File: src/rtl/fetch_pkg.sv
// rtl/fetch_pkg.sv - shared types and constants for the instruction fetch stage
package fetch_pkg;

    typedef enum logic [1:0] {
        IDLE    = 2'd0,
        WAIT    = 2'd1,
        DISCARD = 2'd2
    } fetch_state_t;

    localparam logic [31:0] BUBBLE_INSTR  = 32'h0000_0000;
    localparam int          FETCH_Q_DEPTH = 2;

    typedef struct packed {
        logic [31:0] instr;
        logic [31:0] pcplus8;
    } fetch_entry_t;

endpackage

File: src/rtl/fetch_fifo.sv
// rtl/fetch_fifo.sv - two-entry queue of fetched instructions; clear beats push
module fetch_fifo
    import fetch_pkg::*;
(
    input  logic         i_clk,
    input  logic         i_reset,
    input  logic         i_push,
    input  logic         i_pop,
    input  logic         i_clear,
    input  fetch_entry_t i_data,
    output fetch_entry_t o_head,
    output logic [1:0]   o_count
);

    fetch_entry_t r_mem [FETCH_Q_DEPTH];
    logic         r_rd_ptr;
    logic         r_wr_ptr;
    logic [1:0]   r_count;
    logic         w_pop;

    assign w_pop   = i_pop && (r_count != 2'd0);
    assign o_head  = r_mem[r_rd_ptr];
    assign o_count = r_count;

    always_ff @(posedge i_clk) begin
        if (i_push && !i_clear) begin
            r_mem[r_wr_ptr] <= i_data;
        end
    end

    // Depth is two, so a single toggling bit is a complete pointer.
    always_ff @(posedge i_clk) begin
        if (i_reset || i_clear) begin
            r_rd_ptr <= 1'b0;
            r_wr_ptr <= 1'b0;
            r_count  <= 2'd0;
        end else begin
            if (i_push) begin
                r_wr_ptr <= ~r_wr_ptr;
            end
            if (w_pop) begin
                r_rd_ptr <= ~r_rd_ptr;
            end
            r_count <= r_count + {1'b0, i_push} - {1'b0, w_pop};
            if (i_push && !w_pop) begin
                assert (r_count < 2'(FETCH_Q_DEPTH))
                    else $error("fetch_fifo overflow");
            end
        end
    end

endmodule

File: src/rtl/fetch_stage.sv
// rtl/fetch_stage.sv - PC, single-outstanding imem requests, redirect handling and IF/ID register
module fetch_stage
    import fetch_pkg::*;
#(
    parameter logic [31:0] RESET_PC = 32'h0000_0000
) (
    input  logic        CLK,
    input  logic        Reset,
    output logic        IMemReq,
    output logic [31:0] IMemAddr,
    input  logic        IMemValid,
    input  logic [31:0] IMemRData,
    input  logic        StallD,
    input  logic        FlushD,
    input  logic        BranchTakenE,
    input  logic [31:0] ALUResultE,
    input  logic        PCSrcW,
    input  logic [31:0] ResultW,
    output logic [31:0] InstrD,
    output logic        InstrValidD,
    output logic [31:0] PCPlus8D
);

    fetch_state_t r_state;
    logic [31:0]  r_pcf;
    logic [31:0]  r_pend_pc;

    logic         w_redirect;
    logic [31:0]  w_target;
    logic         w_resp;
    logic         w_deliver;
    logic         w_pop;
    logic         w_bypass;
    logic         w_push;
    logic         w_room;
    logic         w_issue;
    logic [1:0]   w_count;
    logic [1:0]   w_count_next;
    fetch_entry_t w_head;
    fetch_entry_t w_resp_entry;

    assign w_redirect   = BranchTakenE | PCSrcW;
    assign w_target     = BranchTakenE ? ALUResultE : ResultW;
    assign w_resp       = (r_state == WAIT) && IMemValid && !w_redirect;
    assign w_resp_entry = '{instr: IMemRData, pcplus8: r_pend_pc + 32'd8};

    // A response goes straight to IF/ID only when nothing older is queued.
    assign w_deliver = !FlushD && !StallD;
    assign w_pop     = w_deliver && (w_count != 2'd0);
    assign w_bypass  = w_deliver && (w_count == 2'd0) && w_resp;
    assign w_push    = w_resp && !w_bypass;

    always_comb begin
        w_count_next = w_count + {1'b0, w_push} - {1'b0, w_pop};
        if (w_redirect) begin
            w_count_next = 2'd0;
        end
    end

    assign w_room = w_count_next < 2'(FETCH_Q_DEPTH);

    always_comb begin
        w_issue = 1'b0;
        if (!Reset && !w_redirect && w_room) begin
            case (r_state)
                IDLE:    w_issue = 1'b1;
                WAIT:    w_issue = IMemValid;
                default: w_issue = 1'b0;
            endcase
        end
    end

    assign IMemReq  = w_issue;
    assign IMemAddr = r_pcf;

    fetch_fifo u_fifo (
        .i_clk   (CLK),
        .i_reset (Reset),
        .i_push  (w_push),
        .i_pop   (w_pop),
        .i_clear (w_redirect),
        .i_data  (w_resp_entry),
        .o_head  (w_head),
        .o_count (w_count)
    );

    always_ff @(posedge CLK) begin
        if (Reset) begin
            r_state   <= IDLE;
            r_pcf     <= RESET_PC;
            r_pend_pc <= 32'h0;
        end else begin
            if (w_redirect) begin
                r_pcf <= w_target;
            end else if (w_issue) begin
                r_pcf <= r_pcf + 32'd4;
            end
            if (w_issue) begin
                r_pend_pc <= r_pcf;
            end
            case (r_state)
                IDLE: begin
                    if (w_issue) begin
                        r_state <= WAIT;
                    end
                end
                WAIT: begin
                    if (IMemValid) begin
                        r_state <= w_issue ? WAIT : IDLE;
                    end else if (w_redirect) begin
                        r_state <= DISCARD;
                    end
                end
                DISCARD: begin
                    if (IMemValid) begin
                        r_state <= IDLE;
                    end
                end
                default: r_state <= IDLE;
            endcase
        end
    end

    always_ff @(posedge CLK) begin
        if (Reset || FlushD) begin
            InstrD      <= BUBBLE_INSTR;
            InstrValidD <= 1'b0;
            PCPlus8D    <= 32'h0;
        end else if (!StallD) begin
            if (w_count != 2'd0) begin
                InstrD      <= w_head.instr;
                InstrValidD <= 1'b1;
                PCPlus8D    <= w_head.pcplus8;
            end else if (w_resp) begin
                InstrD      <= w_resp_entry.instr;
                InstrValidD <= 1'b1;
                PCPlus8D    <= w_resp_entry.pcplus8;
            end else begin
                InstrD      <= BUBBLE_INSTR;
                InstrValidD <= 1'b0;
                PCPlus8D    <= 32'h0;
            end
        end
    end

endmodule

File: config.mk
export PLATFORM = sky130hd
export DESIGN_NAME = fetch_stage
export DESIGN_NICKNAME = d
export VERILOG_FILES = /design/src/rtl/fetch_pkg.sv /design/src/rtl/fetch_fifo.sv /design/src/rtl/fetch_stage.sv
export SDC_FILE = /design/constraint.sdc
export NUM_CORES = 1
export LEC_CHECK = 0
export CAP_MARGIN = 25
export CORE_UTILIZATION = 48
export CTS_CLUSTER_DIAMETER = 40
export DETAILED_ROUTE_END_ITERATION = 16
export GPL_TIMING_DRIVEN = 0
export HOLD_SLACK_MARGIN = 0.1
export PLACE_DENSITY = 0.73
export SYNTH_ARGS = -nofsm -noshare
export SYNTH_HDL_FRONTEND = slang
export SYNTH_SLANG_ARGS = --single-unit
File: constraint.sdc
create_clock -name CLK -period 4.9 [get_ports CLK]
set_input_delay 0.98 -clock CLK [delete_from_list [all_inputs] [get_ports CLK]]
set_output_delay 0.98 -clock CLK [all_outputs]
set_load 0.03 [all_outputs]
==> impl_metrics.csv, run 1 <==
group,metric,value,unit
pwr,power.internal,4.12,mW
yosys,synthesis.nets,1223,
timing,drv_slew,0,
yosys,synth_top_cell_by_area,"edfxtp_1",
setup_path,end_kind,"primary output",
global_route,first_global_vias,9712,
die,row_count,56,
pwr,power_density,354,nW/µm²
global_route,grt_overflow,0,
yosys,ys.flop_type,"dfxtp_1",
detailed_routing,vias,9779,
final_layout,area_delta_synth_final,32.3,%
timing,rsz0062_at_grt,"false",
die,die_h,158,µm
place,io_buffers,199,
final_layout,final_net_count,1468,
clocking,cts_sinks,264,
final_layout,antenna_cells,0,
detailed_routing,avgViaCountPerCell,5.73,
timing,tightest_slew,1.00,ns
timing,min_period,4.81,ns
setup_path,crit_path_max_fanout,19,
yosys,yosysWarnings,0,
min_path,hp-class,"reg2reg",
clocking,cts_buffers,36,
timing,max-slew-margin-rel,0.329,
final_layout,fillerInstances,1924,
yosys,seq_area_frac_synth,0.565,
run_status,status,"finished clean",
clocking,insertion_delay,0.52,ns
setup_path,startpoint,"StallD",
timing,fmax,0.208,GHz
global_route,grt_max_degree,39,
pwr,switching_power,1.31,mW
final_layout,final_area,15400,µm²
place,hpwl,23.2,mm
place,postPlaceCellArea,14100,µm²
yosys,ys_top_cells_by_area,"edfxtp_1, dfxtp_1, mux2_2, a21oi_1, a221oi_1",
timing,hold_viol,0,
pwr,sequentialPowerShare,0.441,
timing,setup_viol,0,
setup_path,worstPathRequired,3.92,ns
clocking,cts.clk_slew.worst_paths,0.05,ns
yosys,synth_edf_count,128,
yosys,synth.avg_cell_area,10.4,µm²
global_route,grt_first_pass_wirelength,51.4,mm
yosys,synth_seq_cells,264,
final_layout,final_common_cell,"clkdlybuf4s50_1",
setup_path,worstReg2RegStart,"u_fifo.o_count[1]$_SDFF_PP0_",
timing,skew,0.0143,ns
setup_path,reg2reg_slack,1.21,ns
yosys,synth_top_area_share,0.331,
clocking,cts_max_level,2,
setup_path,arrival,3.83,ns
final_layout,mostFrequentLayoutCells,"clkdlybuf4s50_1, dfxtp_1, edfxtp_1",
die,floorplan.initialDensity,0.492,
setup_path,critPathLaunchType,"input pin",
place,place_ws,-1.09,ns
final_layout,drive_above_1_share,0.117,
die,core_region_area,23600,µm²
pwr,peakVddDrop,0.282,mV
clocking,cts_tree,"done",
pwr,sw_frac_of_total,0.242,
detailed_routing,ant_nets,0,
setup_path,critical_path_class,"in2out",
pwr,p_comb_frac,0.087,
timing,period_share,0.981,
yosys,synth_cell_type_count,58,
clocking,cts_buffer_depth,3,
place,place_congestion,0.910,
run,maxCapViolCount,0,
die,dieArea,24800,µm²
yosys,async_flop_share,0,
timing,fin_ws,0.0928,ns
pwr,clkPwrFrac,0.473,
yosys,syn_inst,1115,
clocking,root_buffer,"clkbuf_16",
yosys,syn_area,11600,µm²
detailed_routing,routedWlPerCell,19.3,µm
die,num_io_pins,201,
global_route,grtUsageTotal,0.267,
min_path,hp-start,"r_pend_pc[14]$_SDFFE_PP0P_",
pwr,p_leak,5.31,nW
die,dieWidth,158,µm
global_route,antenna_found_initial,1,
detailed_routing,route.detailed.drc,0,
detailed_routing,dr.pass1.iters,5,
detailed_routing,totalWireLength,33.0,mm
detailed_routing,drtIter0Drc,637,
[final timing paths]
check / end / cells after the start
worst max register to register: IMemAddr[3]$_SDFFE_PP0P_ / 14
worst max-delay path: IMemReq / 12
worst min register to register: r_pend_pc[14]$_SDFFE_PP0P_ / 2
worst min-delay path: r_pend_pc[14]$_SDFFE_PP0P_ / 2
[synth_stat cells (13+ instances only)]
master / n
dfxtp_1: 136
clkbuf_1: 69
mux2i_1: 22
xor2_1: 13
nor4_1: 16
a21oi_1: 103
a221oi_1: 46
inv_1: 19
mux2_2: 48
nor2_1: 93
nand3_1: 29
nand4_1: 24
nor3_1: 59
nand2_1: 103
xnor2_1: 19
edfxtp_1: 128
o21ai_0: 46
or2_2: 15
[kinds of logic (layout without fill, tap and decap cells)]
logic type | count (synthesis) | in the layout | synth area share
buffers and inverters | 104 | 377 | 0.0347
xor gates and xnor gates | 33 | 33 | 0.0263
muxes | 70 | 70 | 0.0655
AOI/OAI and AO/OA | 257 | 257 | 0.145
and+or+nand+nor | 382 | 382 | 0.158
adders and majority gates | 5 | 5 | 0.00539
DFF | 264 | 264 | 0.565
[area by class of cell]
cell class | instances | area [µm²] | share of cell area
plain buffers | 84 | 335 | 0.0218
clock buffers | 40 | 937 | 0.0610
clock inverters | 26 | 263 | 0.0171
inverters | 19 | 71.3 | 0.00464
multi-input cells | 747 | 4710 | 0.306
flip-flops and latches | 264 | 6570 | 0.427
well taps | 319 | 399 | 0.0260
repair buffers | 208 | 2090 | 0.136
[metal layers]
layer / up-vias / routed length, µm / track usage
li1: 4644 / - / -
met2: 444 / 15500 / 0.441
met5: - / 0 / 0
met3: 75 / 2860 / 0.0586
met1: 4616 / 13800 / 0.342
met4: 0 / 888 / 0.102
[power groups by stage]
| stage | clock (mW) | combinational, mW | sequential (mW) |
|---|---|---|---|
| 4_1_cts | 2.60 | 0.467 | 2.39 |
| 6_report | 2.57 | 0.471 | 2.40 |
| 3_5_place_dp | 0 | 0.460 | 2.44 |
| 5_1_grt | 2.69 | 0.507 | 2.40 |
| 2_1_floorplan | 0 | 0.171 | 2.49 |
| 3_3_place_gp | 0 | 0.455 | 2.44 |
[registers in the layout, indices dropped and copies added (netlist names), named ones only]
register,flops
u_fifo.r_mem,128
IMemAddr,32
InstrD,32
PCPlus8D,32
r_pend_pc,32
r_state,2
u_fifo.o_count,2
InstrValidD,1
u_fifo.r_rd_ptr,1
u_fifo.r_wr_ptr,1
[worst max-delay path: stages]
cell and delay, ns:
clkdlybuf4s50_1 0.57, nor3_4 0.30, nor2_4 0.08, ha_1 0.27, inv_1 0.05, ha_1 0.20, xor3_2 0.44, nor3_4 0.32
nand2_4 0.14, inv_2 0.12, buf_8 0.16, buf_4 0.17
[timing repair]
| item | CTS | global route |
|---|---|---|
| pin swaps | 2 | 2 |
| setup endpoints to repair | 1 | 1 |
| resized for setup | 17 | 4 |
| gates cloned | 0 | 0 |
| buffers inserted | 3 | 2 |
| hold buffers | 0 | 0 |
[metrics by stage]
step	power [mW]	cells	setup TNS [ns]	hold slack [ns]	util
6_report	5.44	1707	0	0.473	0.651
5_1_grt	5.60	1707	0	0.496	0.651
4_1_cts	5.46	1705	0	0.475	0.650
3_5_place_dp	2.90	1637	-1.09	0.466	0.596
3_3_place_gp	2.89	1633	-37.71	0.461	0.593
2_1_floorplan	2.66	1115	0	0.447	-
Note: power is estimated with default switching activity, not from simulation.
==> inputs of run 2 (changes only) <==
--- a/config.mk
+++ b/config.mk
@@ -6,12 +6,14 @@
 export NUM_CORES = 1
 export LEC_CHECK = 0
 export CAP_MARGIN = 25
-export CORE_UTILIZATION = 48
+export CORE_MARGIN = 5
+export CORE_UTILIZATION = 35
 export CTS_CLUSTER_DIAMETER = 40
 export DETAILED_ROUTE_END_ITERATION = 16
 export GPL_TIMING_DRIVEN = 0
 export HOLD_SLACK_MARGIN = 0.1
-export PLACE_DENSITY = 0.73
+export PLACE_DENSITY = 0.56
+export SKIP_CTS_REPAIR_TIMING = 1
 export SYNTH_ARGS = -nofsm -noshare
 export SYNTH_HDL_FRONTEND = slang
 export SYNTH_SLANG_ARGS = --single-unit
==> impl_metrics.csv, run 2 (synthesis gave the netlist of run 1 again) <==
group,metric,value,unit
place,io_buffers,199,
pwr,p_comb_frac,0.081,
global_route,grt_max_degree,48,
pwr,sequentialPowerShare,0.409,
global_route,first_global_vias,9715,
die,die_h,192,µm
final_layout,regMostFlops,"u_fifo.r_mem",
detailed_routing,routedWlPerCell,19.4,µm
pwr,power_density,372,nW/µm²
detailed_routing,route.detailed.drc,0,
setup_path,cp_cell_sequence,"clkdlybuf4s50_1 -> clkbuf_2 -> nor3_2 -> ha_1 -> xor3_2 -> nor3_4 -> buf_12 -> nand2_2 -> inv_2 -> buf_6 -> clkbuf_4",
die,floorplan.initialDensity,0.356,
timing,hold_viol,0,
die,dieArea,36900,µm²
detailed_routing,vias,9569,
detailed_routing,dr.pass1.iters,5,
setup_path,critPathLaunchType,"input pin",
pwr,p_leak,5.44,nW
setup_path,crit_path_max_fanout,19,
final_layout,mostFrequentLayoutCells,"clkdlybuf4s50_1, dfxtp_1, edfxtp_1",
clocking,cts_max_level,2,
pwr,peakVddDrop,0.256,mV
clocking,root_buffer,"clkbuf_16",
die,core_region_area,32600,µm²
detailed_routing,avgViaCountPerCell,5.21,
place,hpwl,25.6,mm
global_route,grtUsageTotal,0.190,
timing,tightest_slew,0.851,ns
die,row_count,66,
pwr,clkPwrFrac,0.510,
run_status,status,"finished clean",
final_layout,antenna_cells,0,
clocking,cts.clk_slew.worst_paths,0.05,ns
timing,period_share,0.976,
final_layout,fin_cells,1837,
final_layout,seqCellArea,6570,µm²
timing,fmax,0.209,GHz
run,maxCapViolCount,0,
setup_path,worstReg2RegStart,"r_state[1]$_SDFFE_PP0P_",
setup_path,max_stage_delay,0.57,ns
timing,setup_viol,0,
die,num_io_pins,201,
min_path,hp-start,"IMemAddr[29]$_SDFFE_PP0P_",
pwr,power.internal,4.48,mW
setup_path,end_kind,"primary output",
final_layout,area_delta_synth_final,35.7,%
place,place_ws,-1.17,ns
setup_path,startpoint,"StallD",
final_layout,final_common_cell,"clkdlybuf4s50_1",
place,place_congestion,0.861,
min_path,hp-class,"reg2reg",
clocking,cts_sinks,264,
pwr,switching_power,1.38,mW
global_route,grt_first_pass_wirelength,55.5,mm
clocking,cts_buffer_depth,3,
global_route,grt_overflow,0,
final_layout,fin_util,0.483,
die,dieWidth,192,µm
setup_path,worstPathRequired,3.92,ns
final_layout,fillerInstances,3028,
detailed_routing,ant_nets,0,
timing,fin_ws,0.116,ns
final_layout,final_net_count,1471,
timing,min_period,4.78,ns
pwr,sw_frac_of_total,0.235,
timing,max-slew-margin-rel,0.430,
detailed_routing,drtIter0Drc,607,
final_layout,largest_register_ffs,128,
setup_path,arrival,3.80,ns
timing,drv_slew,0,
final_layout,drive_above_1_share,0.123,
detailed_routing,totalWireLength,35.6,mm
clocking,cts_tree,"done",
global_route,antenna_found_initial,0,
setup_path,crit_slowest_cell,"clkdlybuf4s50_1",
clocking,insertion_delay,0.52,ns
setup_path,critical_path_class,"in2out",
final_layout,multi_input_area,4690,µm²
clocking,cts_buffers,40,
timing,skew,0.0170,ns
place,place_inst,1760,
-- run 2: layer usage --
layer / up-vias / routed length (µm) / track usage
met5: - / 0 / 0
li1: 4666 / - / -
met3: 51 / 2660 / 0.0513
met2: 312 / 15800 / 0.299
met4: 0 / 680 / 0.0439
met1: 4540 / 16400 / 0.262
-- run 2: per-stage QoR --
| stage | hold slack, ns | setup TNS, ns | cell area [µm²] | total power [mW] |
|---|---|---|---|---|
| floorplan | 0.447 | 0 | 11600 | 2.66 |
| global placement | 0.464 | -63.21 | 14200 | 2.91 |
| detailed placement | 0.473 | -1.17 | 14300 | 2.91 |
| CTS | 0.481 | -1.21 | 15700 | 5.91 |
| global route | 0.491 | -0.0331 | 15800 | 6.06 |
| finish | 0.477 | 0 | 15800 | 5.86 |
-- run 2: area by class of cell --
cell class | instances | area share
buffer | 84 | 0.0210
clock buffer | 50 | 0.0718
clock inverter | 24 | 0.0193
inverter | 19 | 0.00453
multi-input combinational | 747 | 0.298
sequential | 264 | 0.417
tap | 442 | 0.0351
timing repair buffer | 207 | 0.134
-- run 2: path summary, 6_finish.rpt --
path | endpoint | slack, ns | depth (start not counted)
setup / recovery | IMemReq | 0.12 | 11
setup reg to reg | IMemAddr[24]$_SDFFE_PP0P_ | 1.30 | 13
hold / removal | r_pend_pc[29]$_SDFFE_PP0P_ | 0.48 | 2
hold reg to reg | r_pend_pc[29]$_SDFFE_PP0P_ | 0.48 | 2
-- run 2: power by group through the flow --
| stage | clock network, mW | logic, mW | registers (mW) |
|---|---|---|---|
| finish | 2.98 | 0.476 | 2.40 |
| global route | 3.14 | 0.513 | 2.40 |
| CTS | 3.05 | 0.472 | 2.40 |
| detailed placement | 0 | 0.470 | 2.44 |
| global placement | 0 | 0.468 | 2.44 |
| floorplan | 0 | 0.171 | 2.49 |
-- run 2: critical path, delay by kind of cell --
family	cells	cell delay (ns)
adders and majority gates	1	0.22
buffers and inverters	6	1.56
xor gates and xnor gates	1	0.32
and+or+nand+nor	3	0.70
